File: src/rtl/joy_poll_sched.sv
// joy_poll_sched: shares one 40-bit SPI transaction engine between two
// joystick modules. Each poll round selects player 1 then player 2, runs one
// transfer per player, unpacks X/Y/buttons into per-player registers and ends
// with a one-cycle upd_strobe that the cursor updaters use as their tick.
//
// Handshake: spi_start is a one-cycle request issued only while exactly one
// ss_n bit is low; spi_done is a one-cycle completion pulse with spi_rx valid
// in the same cycle, and it is honoured only in WAIT (ignored elsewhere).
//
// Select timing: ss_n is a registered output, so it drops one cycle after the
// FSM enters SEL. SEL therefore lasts SETUP_CYC+1 cycles, which keeps ss_n low
// for exactly SETUP_CYC cycles before spi_start and puts the first spi_start
// SETUP_CYC+2 cycles after the poll tick.
module joy_poll_sched #(
    parameter int unsigned POLL_DIV  = 1000000,
    parameter int unsigned SETUP_CYC = 1500,
    parameter int unsigned GAP_CYC   = 1000,
    parameter int unsigned TIMEOUT   = 65535
) (
    input  logic        clk,
    input  logic        clr,
    input  logic        en,
    output logic        spi_start,
    input  logic        spi_done,
    input  logic [39:0] spi_rx,
    output logic [1:0]  ss_n,
    output logic [9:0]  joy1_x,
    output logic [9:0]  joy1_y,
    output logic [9:0]  joy2_x,
    output logic [9:0]  joy2_y,
    output logic [2:0]  btn1,
    output logic [2:0]  btn2,
    output logic        upd_strobe,
    output logic [1:0]  err,
    output logic        ovr
);

    localparam logic [23:0] POLL_LAST  = 24'(POLL_DIV - 1);
    localparam logic [15:0] SETUP_LAST = 16'(SETUP_CYC);
    localparam logic [15:0] GAP_LAST   = 16'(GAP_CYC - 1);
    localparam logic [15:0] WAIT_LAST  = 16'(TIMEOUT - 1);
    localparam logic [9:0]  CENTRE     = 10'd512;

    typedef enum logic [2:0] {
        S_IDLE,
        S_SEL,
        S_START,
        S_WAIT,
        S_LATCH,
        S_GAP,
        S_UPD
    } state_t;

    state_t      state;
    logic [23:0] poll_cnt;
    logic        tick;
    logic        idx;
    logic [15:0] dly;
    logic [9:0]  cap_x;
    logic [9:0]  cap_y;
    logic [2:0]  cap_b;

    // Bytes of the frame that carry no joystick information.
    logic unused_rx;
    assign unused_rx = ^{spi_rx[31:26], spi_rx[15:10], spi_rx[7:3]};

    assign tick = (poll_cnt == POLL_LAST);

    // Free-running poll period counter; runs whether or not polling is enabled.
    always_ff @(posedge clk or posedge clr) begin
        if (clr) begin
            poll_cnt <= '0;
        end else if (tick) begin
            poll_cnt <= '0;
        end else begin
            poll_cnt <= poll_cnt + 24'd1;
        end
    end

    // Round sequencer: select, start, wait, latch, gap per player, then strobe.
    always_ff @(posedge clk or posedge clr) begin
        if (clr) begin
            state      <= S_IDLE;
            idx        <= 1'b0;
            dly        <= '0;
            ss_n       <= 2'b11;
            spi_start  <= 1'b0;
            upd_strobe <= 1'b0;
            err        <= 2'b00;
            ovr        <= 1'b0;
            cap_x      <= '0;
            cap_y      <= '0;
            cap_b      <= '0;
            joy1_x     <= CENTRE;
            joy1_y     <= CENTRE;
            joy2_x     <= CENTRE;
            joy2_y     <= CENTRE;
            btn1       <= 3'd0;
            btn2       <= 3'd0;
        end else begin
            // A tick that cannot start a round is lost; remember that it happened.
            if (tick && en && (state != S_IDLE)) begin
                ovr <= 1'b1;
            end

            case (state)
                S_IDLE: begin
                    if (tick && en) begin
                        idx   <= 1'b0;
                        dly   <= '0;
                        state <= S_SEL;
                    end
                end

                S_SEL: begin
                    ss_n <= idx ? 2'b01 : 2'b10;
                    if (dly == SETUP_LAST) begin
                        dly       <= '0;
                        spi_start <= 1'b1;
                        state     <= S_START;
                    end else begin
                        dly <= dly + 16'd1;
                    end
                end

                S_START: begin
                    spi_start <= 1'b0;
                    state     <= S_WAIT;
                end

                S_WAIT: begin
                    // Completion takes priority over the timeout on the same cycle.
                    if (spi_done) begin
                        cap_x <= {spi_rx[25:24], spi_rx[39:32]};
                        cap_y <= {spi_rx[9:8], spi_rx[23:16]};
                        cap_b <= spi_rx[2:0];
                        state <= S_LATCH;
                    end else if (dly == WAIT_LAST) begin
                        err[idx] <= 1'b1;
                        ss_n     <= 2'b11;
                        dly      <= '0;
                        state    <= S_GAP;
                    end else begin
                        dly <= dly + 16'd1;
                    end
                end

                S_LATCH: begin
                    if (!idx) begin
                        joy1_x <= cap_x;
                        joy1_y <= cap_y;
                        btn1   <= cap_b;
                    end else begin
                        joy2_x <= cap_x;
                        joy2_y <= cap_y;
                        btn2   <= cap_b;
                    end
                    ss_n  <= 2'b11;
                    dly   <= '0;
                    state <= S_GAP;
                end

                S_GAP: begin
                    if (dly == GAP_LAST) begin
                        dly <= '0;
                        if (!idx) begin
                            idx   <= 1'b1;
                            state <= S_SEL;
                        end else begin
                            upd_strobe <= 1'b1;
                            state      <= S_UPD;
                        end
                    end else begin
                        dly <= dly + 16'd1;
                    end
                end

                S_UPD: begin
                    upd_strobe <= 1'b0;
                    state      <= S_IDLE;
                end

                default: begin
                    state <= S_IDLE;
                end
            endcase
        end
    end

endmodule

File: config.mk
export PLATFORM = sky130hd
export DESIGN_NAME = joy_poll_sched
export DESIGN_NICKNAME = d
export VERILOG_FILES = /design/src/rtl/joy_poll_sched.sv
export SDC_FILE = /design/constraint.sdc
export NUM_CORES = 1
export LEC_CHECK = 0
export CORE_MARGIN = 4
export CORE_UTILIZATION = 55
export CTS_BUF_LIST = sky130_fd_sc_hd__clkbuf_4 sky130_fd_sc_hd__clkbuf_8
export CTS_CLUSTER_DIAMETER = 200
export DETAILED_ROUTE_END_ITERATION = 8
export PLACE_DENSITY = 0.83
export SETUP_SLACK_MARGIN = 0.05
export SLEW_MARGIN = 40
export SYNTH_ARGS = -nofsm -noshare
export SYNTH_HDL_FRONTEND = slang
export SYNTH_SLANG_ARGS = --single-unit
export TNS_END_PERCENT = 5
File: constraint.sdc
create_clock -name clk -period 7.3 [get_ports clk]
set_clock_uncertainty 0.2 [all_clocks]
set_input_delay 1.46 -clock clk [delete_from_list [all_inputs] [get_ports clk]]
set_output_delay 1.46 -clock clk [all_outputs]
set_load 0.01 [all_outputs]
Yosys cells after proc, flatten, opt, wreduce, memory -nomap -nowiden
Cells that the tools add are included.
{"block": "word_totals", "ff_bits": 120, "inputBits": 44, "elab_cells": 90}
{"block": "classes", "magnitude_cmp": 2, "bitwise": 3, "n_reduce_logical": 20, "n_addsub": 2, "muxes": 28, "eq_ne": 17}
{"op": "two-way mux 16 bit", "count": 5}
{"op": "case mux 16 bit (5 select lines)", "count": 1}
{"op": "adder 24 x 1 -> 24 bit, second input constant", "count": 1}
{"op": "== test 24 x 20 -> 1 bit, second input constant", "count": 1}
{"op": "two-way mux 24 bit", "count": 1}
{"op": "two-way mux 3 bit", "count": 6}
{"op": "case mux 3 bit (6 select lines)", "count": 1}
{"op": "adder 16 x 1 -> 16 bit, second input constant", "count": 1}
{"op": "== test 16 x 10 -> 1 bit, second input constant", "count": 1}
{"op": "== test 16 x 11 -> 1 bit, second input constant", "count": 1}
{"op": "== test 16 bit, second input constant", "count": 1}
{"op": "AND reduction 3 bit", "count": 5}
{"op": "inequality test 2 bit, second input constant", "count": 6}
{"op": "== test 3 bit, second input constant", "count": 3}
{"op": "AND reduction 2 bit", "count": 4}
{"op": "== test 3 x 2 -> 1 bit, second input constant", "count": 2}
{"op": "two-way mux 1 bit", "count": 6}
{"op": "two-way mux 2 bit", "count": 3}
{"op": "case mux 1 bit (2 select lines)", "count": 3}
{"op": "case mux 2 bit (3 select lines)", "count": 1}
{"op": "nonzero test 2 bit", "count": 3}
{"op": "nonzero test 3 bit", "count": 2}
{"op": "nonzero test 5 bit", "count": 1}
{"op": "AND reduction 4 bit", "count": 1}
{"op": "9 further kinds", "count": 12}

Depth between registers and ports, before layout
Gate-level depths: netlist of the first run.
{"block": "depth", "depth_word": 5, "depth_mapped": 9, "ltp_nobuf": 7}

Least setup slack after synthesis of the first run
Ideal clock, no wire load.
{"block": "synth_path", "path_kind": "input-to-reg", "from": "input spi_done", "to": "register dly[11]", "setup_ns": 0.126, "slack_ns": 4.425, "t_arrival_ns": 2.549, "cell_stages": 5, "n_path_buf": 0, "path_cell_list": "inv_1 > a211o_1 > a21oi_1 > nor2_1 > a221o_1"}
{"block": "synth_via", "elab_chain_cells": 2}
{"item": "start, declared", "line_no": "24", "source": "input logic spi_done,"}
{"item": "inequality test 2 bit (no line)"}
{"item": "AND reduction 3 bit (no line)"}
{"item": "end signal, assigned", "line_no": "122", "source": "dly <= dly + 16'd1;"}
{"item": "end signal, assigned", "line_no": "144", "source": "dly <= dly + 16'd1;"}
{"item": "end signal, assigned", "line_no": "174", "source": "dly <= dly + 16'd1;"}
{"item": "end, declared", "line_no": "58", "source": "logic [15:0] dly;"}
Every way passes these cells.
A chain may end at the register's enable or synchronous reset.

Final worst setup path of the first run
{"block": "layout_path", "from": "input en", "to": "register dly[8]"}
{"block": "layout_via", "elab_chain_cells": 3}
{"item": "start, declared", "line_no": "22", "source": "input logic en,"}
{"item": "logical AND 1 bit", "line_no": "108", "source": "if (tick && en) begin"}
{"item": "inequality test 2 bit (no line)"}
{"item": "AND reduction 3 bit (no line)"}
Every way passes these cells.

==> results of run 1 <==
[per-stage QoR]
| step | worst slack (ps) | std cells | util (%) | area, um2 | total power, mW |
|---|---|---|---|---|---|
| floorplan | 2460 | 432 | - | 5270 | 0.687 |
| global placement | 3590 | 625 | 66.6 | 6180 | 0.706 |
| detailed placement | 3490 | 625 | 66.6 | 6190 | 0.707 |
| CTS | 3950 | 657 | 70.8 | 6570 | 1.27 |
| global route | 3840 | 657 | 70.8 | 6570 | 1.31 |
| finish | 3940 | 657 | 70.8 | 6570 | 1.27 |
[cell families (layout without fill, tap and decap cells)]
| logic type | Yosys count | in the layout |
|---|---|---|
| buf+inv | 27 | 123 |
| flops | 120 | 120 |
| xor+xnor | 21 | 21 |
| mux | 69 | 69 |
| compound gates | 58 | 58 |
| fa+ha+maj | 4 | 4 |
| simple gates | 133 | 133 |
[report_power, final]
group	internal, mW	switching, mW	leakage, nW	total (mW)
combinational	0.0130	0.0161	1.23	0.0291
sequential	0.664	0	1.59	0.664
clock	0.281	0.292	0.180	0.573
total	0.958	0.308	3.00	1.27
[state kept, by name (all words and copies together) (netlist names), 2 cells and up]
signal and flops:
state 3, joy1_x 10, joy1_y 10, err 2
btn2 3, joy2_x 10, cap_b 3, btn1 3
cap_y 10, joy2_y 10, dly 16, ss_n 2
poll_cnt 24, cap_x 10
[synth_stat cells (2+ instances only)]
master | count | share of area (%)
dfrtp_1 | 114 | 54
mux2_2 | 69 | 15
nand2_1 | 38 | 2.7
nor2_1 | 24 | 1.7
nand4_1 | 13 | 1.5
clkbuf_1 | 12 | 0.86
nand3_1 | 11 | 1.0
xnor2_1 | 11 | 1.8
o21ai_0 | 10 | 0.95
xor2_1 | 10 | 1.7
nor3_1 | 8 | 0.76
a22o_1 | 7 | 1.2
a2bb2oi_1 | 7 | 1.2
inv_1 | 7 | 0.50
o21bai_1 | 7 | 1.0
a21oi_1 | 6 | 0.57
dfstp_2 | 6 | 3.0
o31ai_1 | 6 | 0.86
nor4_1 | 5 | 0.59
or3_1 | 5 | 0.59
and3_1 | 4 | 0.48
ha_1 | 4 | 0.95
nor2b_1 | 4 | 0.48
o21ai_1 | 4 | 0.38
buf_1 | 3 | 0.21
buf_2 | 3 | 0.29
or4_1 | 3 | 0.43
and2_1 | 2 | 0.24
and4_1 | 2 | 0.33
nand2b_1 | 2 | 0.24
nor4b_1 | 2 | 0.33
o221ai_1 | 2 | 0.33
or2_2 | 2 | 0.24
[layout make-up]
class / count / area, um2 / area share [%]
Clock buffer: 18 / 241 / 3.67
Inverter: 7 / 28.8 / 0.438
Clock inverter: 14 / 143 / 2.17
Tap cell: 129 / 161 / 2.46
Multi-Input combinational cell: 285 / 2150 / 32.8
Timing Repair Buffer: 84 / 832 / 12.7
Sequential cell: 120 / 3010 / 45.8
[how the worst min path moves through the flow]
stage / start / end / slack [ps] / cells after the start
3_5_place_dp: poll_cnt[0] / poll_cnt[0] / 240 / 1
4_1_cts: poll_cnt[0] / poll_cnt[0] / 250 / 1
2_1_floorplan: poll_cnt[0] / poll_cnt[0] / 220 / 1
6_report: poll_cnt[0] / poll_cnt[0] / 250 / 1
3_3_place_gp: poll_cnt[0] / poll_cnt[0] / 240 / 1
5_1_grt: poll_cnt[0] / poll_cnt[0] / 280 / 1
[metal layers]
metal	vias up	share of wire (%)	track usage, %
met3	19	4.5	5.02
met1	1870	45	27.4
li1	1733	-	-
met2	114	48	35.1
met5	-	0	0
met4	0	1.8	8.51
[critical path, cell delays in order]
cell	delay (ps)
clkdlybuf4s50_1	550
nand2_1	80
nor4_1	280
a21oi_1	120
buf_4	210
or2_1	410
o41ai_1	370
==> flow_summary_export.csv, run 1 <==
group,metric,value,unit
clock_tree,postCtsHoldBufs,0,
drt,totalWireLength,11400,um
worst_setup_path,reg2reg_depth,6,
floorplanning,die_h,106,um
timing,setup_viol,0,
global_routing,antenna_found_initial,0,
drt,vias,3736,
logic_synthesis,synth_top_family_by_area,"multiplexers",
timing,worst_pin_slew,704,ps
worst_setup_path,critPathLaunchType,"primary input",
logic_synthesis,ys.flop_type,"dfrtp_1",
drt,ant_nets,0,
timing,post-route-period-util,46.0,%
placement,place_congestion,0.831,
logic_synthesis,postSynthCellCount,432,
clock_tree,root_buffer,"clkbuf_8",
placement,io_buffers,79,
timing,fin_crit,3360,ps
global_routing,grt_max_degree,73,
drt,drc,0,
floorplanning,fp.coreArea,9280,um2
floorplanning,io_pins,97,
clock_tree,cts_resized,0,
timing,fmax,0.298,GHz
final_layout,final_cell_mix,"114 x dfrtp_1, 79 x clkdlybuf4s50_1, 69 x mux2_2",
floorplanning,start_util,56.7,%
floorplanning,die_w,106,um
logic_synthesis,synthArstFlopShare,100,%
clock_tree,clk_pin_slew,80,ps
pwr,irDropWorstVdd,0.0953,mV
worst_setup_path,worstSetupEndpointType,"flip-flop",
final_layout,area_growth_syn_to_layout,24.8,%
clock_tree,cts_buffer_depth,2,
logic_synthesis,ys_warn_count,0,
global_routing,grt_pass1_wl,18800,um
clock_tree,cts_tree,"built",
pwr,leakage,3.00,nW
global_routing,grtUsageTotal,21.3,%
worst_setup_path,crit_path_max_fanout,18,
logic_synthesis,synthXorXnorAreaFrac,3.49,%
logic_synthesis,synth-simple-area-share,13.3,%
clock_tree,worstSkewPairLatency,440,ps
final_layout,drive_above_1_share,23.3,%
logic_synthesis,synthMuxAreaShare,14.8,%
logic_synthesis,syn_area,5270,um2
logic_synthesis,synth_edf_count,0,
timing,hold_viol_final,0,
worst_setup_path,crit_end,"dly[8]",
logic_synthesis,synth_fa_ha_area_share,0.950,%
drt,drt-initial-drc-count,217,
pwr,p_per_area,193,nW/um2
worst_setup_path,r2r_start,"dly[12]",
worst_setup_path,cp.required,7420,ps
logic_synthesis,synth.net_count,480,
final_layout,fill_cells,645,
hold_path,hold_class,"reg -> reg",
logic_synthesis,synth_compound_area_share,8.10,%
placement,hpwl,7490,um
timing,final_max_slew_viol_count,0,
logic_synthesis,seq_area_frac_synth,57.2,%
worst_setup_path,critPathLaunch,"en",
worst_setup_path,r2r_slack,4300,ps
worst_setup_path,critPathKind,"in -> reg",
clock_tree,h-tree-depth,4,
final_layout,diodes,0,
status,status,"completed",
global_routing,grt_overflow_total,0,
job,maxCapViolCount,0,
timing,hold_ws,250,ps
timing,rsz0062_at_grt,"no",
logic_synthesis,ys_types,52,
timing,relSlewSlack,52.9,%
global_routing,grt_pass1_vias,3802,
drt,vias_per_cell,5.69,
logic_synthesis,syn_area_per_cell,12.2,um2
drt,drt_first_pass_iters,4,
clock_tree,postCtsSetupBuffers,0,
clock_tree,cts.sinks,120,
final_layout,final_common_cell,"dfrtp_1",
floorplanning,rows,35,
logic_synthesis,synth_seq_cells,120,
worst_setup_path,cp.arrival,3480,ps
clock_tree,numCtsBuffers,17,
worst_setup_path,r2r_end,"dly[9]",
drt,post_drt_wl_per_cell,17.3,um
timing,setup_tns,0,ps
floorplanning,fp.dieArea,11200,um2
final_layout,nets,563,
Power figures use the tool's default switching activity.
==> run 2: changes to the inputs <==
CORE_UTILIZATION = 49   (was 55)
PLACE_DENSITY = 0.79   (was 0.83)
clock period = 3.01 ns   (was 7.3 ns; I/O delays follow)
==> run 2 against run 1 <==
Hold slack gained 20 ps. Utilization shrank 6.6 points. Global-route usage decreased by 1.9 points. Clock-buffer cell count is the same. Non-clock buffer count rose by 7. Combinational power increased to 2.5 times the previous value. Register-to-register slack worse by 4100 ps. Critical endpoint is now dly[11]. Largest cell class unchanged. Highest routed layer unchanged.
==> flow_summary_export.csv, run 2 (synthesis gave the netlist of run 1 again) <==
group,metric,value,unit
worst_setup_path,cp_top_family,"simple AND/OR/NAND/NOR gates",
placement,place_congestion,0.839,
timing,setup_viol,0,
global_routing,grt_overflow_total,0,
timing,final_max_slew_viol_count,0,
drt,vias,3775,
global_routing,grtUsageTotal,19.4,%
placement,hpwl,7940,um
drt,drt_first_pass_iters,4,
worst_setup_path,r2r_slack,170,ps
drt,vias_per_cell,5.63,
clock_tree,numCtsBuffers,17,
timing,setup_tns,0,ps
floorplanning,io_pins,97,
timing,hold_viol_final,0,
pwr,irDropWorstVdd,0.238,mV
timing,worst_pin_slew,618,ps
global_routing,grt_pass1_wl,19500,um
clock_tree,cts_tree,"built",
timing,relSlewSlack,58.7,%
worst_setup_path,worst-path-stages,6,
floorplanning,rows,37,
worst_setup_path,worstPathCellList,"or4_1 -> or4_1 -> nand3_2 -> o311a_4 -> nor2_1 -> a221o_1",
status,status,"completed",
drt,drt-initial-drc-count,327,
drt,totalWireLength,11700,um
global_routing,antenna_found_initial,0,
floorplanning,start_util,50.6,%
worst_setup_path,critPathLaunch,"dly[12]",
pwr,p_per_area,474,nW/um2
drt,wirelength_met1,5270,um
worst_setup_path,critPathLaunchType,"flip-flop",
worst_setup_path,reg2reg_depth,6,
floorplanning,die_h,112,um
drt,dr_wl_met3,668,um
worst_setup_path,crit_end,"dly[11]",
global_routing,grt_pass1_vias,3781,
pwr,leakage,3.06,nW
final_layout,reg_top3,"poll_cnt x24, dly x16",
floorplanning,fp.coreArea,10400,um2
timing,rsz0062_at_grt,"no",
clock_tree,cts.sinks,120,
worst_setup_path,r2r_start,"dly[12]",
clock_tree,cts_resized,0,
floorplanning,fp.dieArea,12500,um2
timing,fin_crit,2840,ps
timing,fmax,0.352,GHz
drt,ant_nets,0,
worst_setup_path,slowest_delay,620,ps
final_layout,diodes,0,
final_layout,regMostFlops,"poll_cnt",
clock_tree,worstSkewPairLatency,420,ps
final_layout,drive_above_1_share,24.1,%
job,maxCapViolCount,0,
global_routing,grt_max_degree,62,
clock_tree,cts_buffer_depth,2,
worst_setup_path,r2r_end,"dly[11]",
final_layout,final_cell_mix,"114 x dfrtp_1, 79 x clkdlybuf4s50_1, 69 x mux2_2",
timing,worst_slack,170,ps
clock_tree,h-tree-depth,4,
final_layout,area_growth_syn_to_layout,26.8,%
clock_tree,postCtsSetupBuffers,0,
worst_setup_path,crit_path_max_fanout,12,
clock_tree,root_buffer,"clkbuf_8",
final_layout,final_common_cell,"dfrtp_1",
drt,dr.max_layer_used,"met4",
timing,post-route-period-util,94.4,%
worst_setup_path,crit_top_cell,"or4_1",
worst_setup_path,critPathKind,"reg -> reg",
worst_setup_path,cp.required,3120,ps
placement,pre_cts_slack,193,ps
placement,io_buffers,79,
clock_tree,postCtsHoldBufs,0,
worst_setup_path,cp.arrival,2950,ps
pwr,finalPower,3.17,mW
worst_setup_path,path_buf_inv,0,
drt,post_drt_wl_per_cell,17.4,um
floorplanning,die_w,112,um
clock_tree,clk_pin_slew,80,ps
worst_setup_path,cpMaxStageDelayCell,"or4_1",
final_layout,nets,570,
drt,wl_met2,5590,um
drt,drc,0,
final_layout,largest_reg_flops,24,
hold_path,hold_class,"reg -> reg",
worst_setup_path,worstSetupEndpointType,"flip-flop",
==> run 2: layer usage <==
metal,track usage (%),vias to the layer above
li1,-,1757
met1,26.6,1870
met2,30.9,136
met3,5.27,12
met4,5.19,0
met5,0,-
==> run 2: final cells by class <==
type / count / area, um2
sequential: 120 / 3010
clock inverter: 14 / 164
clock buffer: 18 / 248
timing repair buffer: 91 / 906
inverter: 7 / 30.0
tap: 136 / 170
fill: 753 / 3740
multi-input combinational: 285 / 2150
==> run 2: how the worst min path moves through the flow <==
stage | start | endpoint | slack [ps] | cells after the start
finish | poll_cnt[0] | poll_cnt[0] | 270 | 1
floorplan | poll_cnt[0] | poll_cnt[0] | 220 | 1
CTS | poll_cnt[0] | poll_cnt[0] | 270 | 1
global placement | poll_cnt[0] | poll_cnt[0] | 240 | 1
global route | poll_cnt[0] | poll_cnt[0] | 300 | 1
detailed placement | poll_cnt[0] | poll_cnt[0] | 260 | 1
==> run 2: stage by stage <==
| stage | utilization (%) | instance area (um2) | cells | hold slack (ps) |
|---|---|---|---|---|
| floorplan | - | 5270 | 432 | 224 |
| global placement | 60.2 | 6270 | 639 | 238 |
| detailed placement | 60.2 | 6270 | 639 | 263 |
| CTS | 64.1 | 6680 | 671 | 270 |
| global route | 64.1 | 6680 | 671 | 299 |
| finish | 64.1 | 6680 | 671 | 270 |
==> run 2: power breakdown <==
group	internal [mW]	total, mW	switching, mW
clock	0.781	1.48	0.700
combinational	0.0354	0.0740	0.0386
sequential	1.61	1.61	0
==> run 3: changes to the inputs <==
CORE_UTILIZATION = 54   (was 49)
PLACE_DENSITY = 0.82   (was 0.79)
clock period = 3.2 ns   (was 3.01 ns; I/O delays follow)
==> run 3 against run 2 <==
Via count decreased by 3.0%. Utilization grew 6.5 points. Sequential cell count unchanged. Hold slack improved by 3.1 ps. Largest cell class unchanged. Clock power is 7% lower. Global-route usage up 0.90 points. Worst setup slack better by 58 ps. Highest routed layer unchanged.
==> flow_summary_export.csv, run 3 (synthesis gave the netlist of run 1 again) <==
group,metric,value,unit
pwr,p_per_area,447,nW/um2
final_layout,nets,566,
worst_setup_path,worstSetupEndpointType,"flip-flop",
placement,io_buffers,79,
final_layout,diodes,0,
floorplanning,rows,35,
worst_setup_path,critPathKind,"reg -> reg",
floorplanning,fp.coreArea,9370,um2
placement,place_congestion,0.866,
clock_tree,cts_resized,0,
worst_setup_path,cp.arrival,3060,ps
drt,drt_first_pass_iters,5,
pwr,finalPower,2.96,mW
final_layout,largest_reg_flops,24,
pwr,irDropWorstVdd,0.253,mV
global_routing,grt_overflow_total,0,
clock_tree,postCtsHoldBufs,0,
clock_tree,h-tree-depth,4,
global_routing,grt_pass1_wl,18400,um
drt,ant_nets,0,
drt,post_drt_wl_per_cell,16.7,um
final_layout,regMostFlops,"poll_cnt",
timing,relSlewSlack,55.3,%
worst_setup_path,cp.required,3280,ps
timing,worst_pin_slew,668,ps
floorplanning,fp.dieArea,11400,um2
timing,setup_viol,0,
floorplanning,io_pins,97,
drt,vias,3663,
worst_setup_path,crit_path_max_fanout,16,
timing,worst_slack,227,ps
timing,hold_viol_final,0,
placement,hpwl,7500,um
clock_tree,clk_pin_slew,80,ps
clock_tree,postCtsSetupBuffers,0,
worst_setup_path,slowest_delay,620,ps
worst_setup_path,worstPathCellList,"or4_1 -> or4_1 -> nand3_2 -> o311a_4 -> or2_1 -> o221ai_1",
drt,vias_per_cell,5.55,
final_layout,final_common_cell,"dfrtp_1",
timing,fmax,0.336,GHz
clock_tree,cts_buffer_depth,2,
final_layout,final_cell_mix,"114 x dfrtp_1, 79 x clkdlybuf4s50_1, 69 x mux2_2",
final_layout,drive_above_1_share,23.5,%
clock_tree,worstSkewPairLatency,420,ps
global_routing,grt_max_degree,121,
floorplanning,die_h,107,um
final_layout,area_growth_syn_to_layout,25.7,%
drt,drc,0,
floorplanning,die_w,107,um
pwr,leakage,3.03,nW
global_routing,antenna_found_initial,0,
final_layout,reg_top3,"poll_cnt x24, dly x16",
clock_tree,cts.sinks,120,
hold_path,hold_class,"reg -> reg",
clock_tree,cts_tree,"built",
placement,pre_cts_slack,218,ps
timing,post-route-period-util,92.9,%
global_routing,grtUsageTotal,20.3,%
worst_setup_path,crit_top_cell,"or4_1",
job,maxCapViolCount,0,
worst_setup_path,cpMaxStageDelayCell,"or4_1",
clock_tree,root_buffer,"clkbuf_8",
worst_setup_path,path_buf_inv,0,
drt,totalWireLength,11000,um
worst_setup_path,critPathLaunchType,"flip-flop",
clock_tree,numCtsBuffers,17,
floorplanning,start_util,56.2,%
final_layout,fill_cells,655,
timing,rsz0062_at_grt,"no",
global_routing,grt_pass1_vias,3671,
status,status,"completed",
timing,final_max_slew_viol_count,0,
drt,drt-initial-drc-count,345,
timing,fin_crit,2970,ps
timing,setup_tns,0,ps
worst_setup_path,cp_top_family,"simple AND/OR/NAND/NOR gates",
run 3: cell count changes in the layout (fill, tap and decap cells not counted), moves of 2 or more:
cell / previous run / this run
inv_6: 4 / 8
clkinv_4: 3 / 1
buf_4: 10 / 7
inv_8: 2 / 0
run 3: final timing paths:
kind / startpoint / endpoint / slack [ps] / cells past startpoint
max: dly[12] / dly[9] / 230 / 6
min: poll_cnt[0] / poll_cnt[0] / 270 / 1
max reg2reg: dly[12] / dly[9] / 230 / 6
min reg2reg: poll_cnt[0] / poll_cnt[0] / 270 / 1
max in group asynchronous: clr / dly[0] / 1780 / 3
min in group asynchronous: clr / cap_y[0] / 550 / 3
run 3: power by group:
group          internal [mW]  switching [mW]  leakage (nW)  total [mW]
combinational         0.0316          0.0352          1.24      0.0668
clock                  0.721           0.658         0.196        1.38
sequential              1.52               0          1.59        1.52
run 3: area by class of cell:
class,instances,area [um2],area share [%]
Clock buffer,18,241,3.65
Timing Repair Buffer,87,863,13.0
Clock inverter,14,161,2.44
Multi-Input combinational cell,285,2150,32.5
Inverter,7,30.0,0.454
Tap cell,129,161,2.44
Sequential cell,120,3010,45.5
run 3: through the flow:
step,instance area (um2),hold slack [ps],util (%),std cells
floorplan,5270,224,-,432
global placement,6220,235,66.3,628
detailed placement,6220,264,66.3,628
CTS,6620,274,70.6,660
global route,6620,290,70.6,660
finish,6620,273,70.6,660
run 3: layer usage:
metal	up-vias	track usage [%]	share of wire, %	wire length [um]
met3	19	5.84	6.0	661
met2	124	32.3	46	5110
met1	1792	28.0	47	5140
li1	1728	-	-	-
met4	0	4.66	1.0	115
met5	-	0	0	0
run 3: worst register-to-register path: stages (launching register included):
cell and delay [ps]:
dfrtp_1 420, or4_1 570, or4_1 620, nand3_2 130
o311a_4 310, or2_1 400, o221ai_1 180
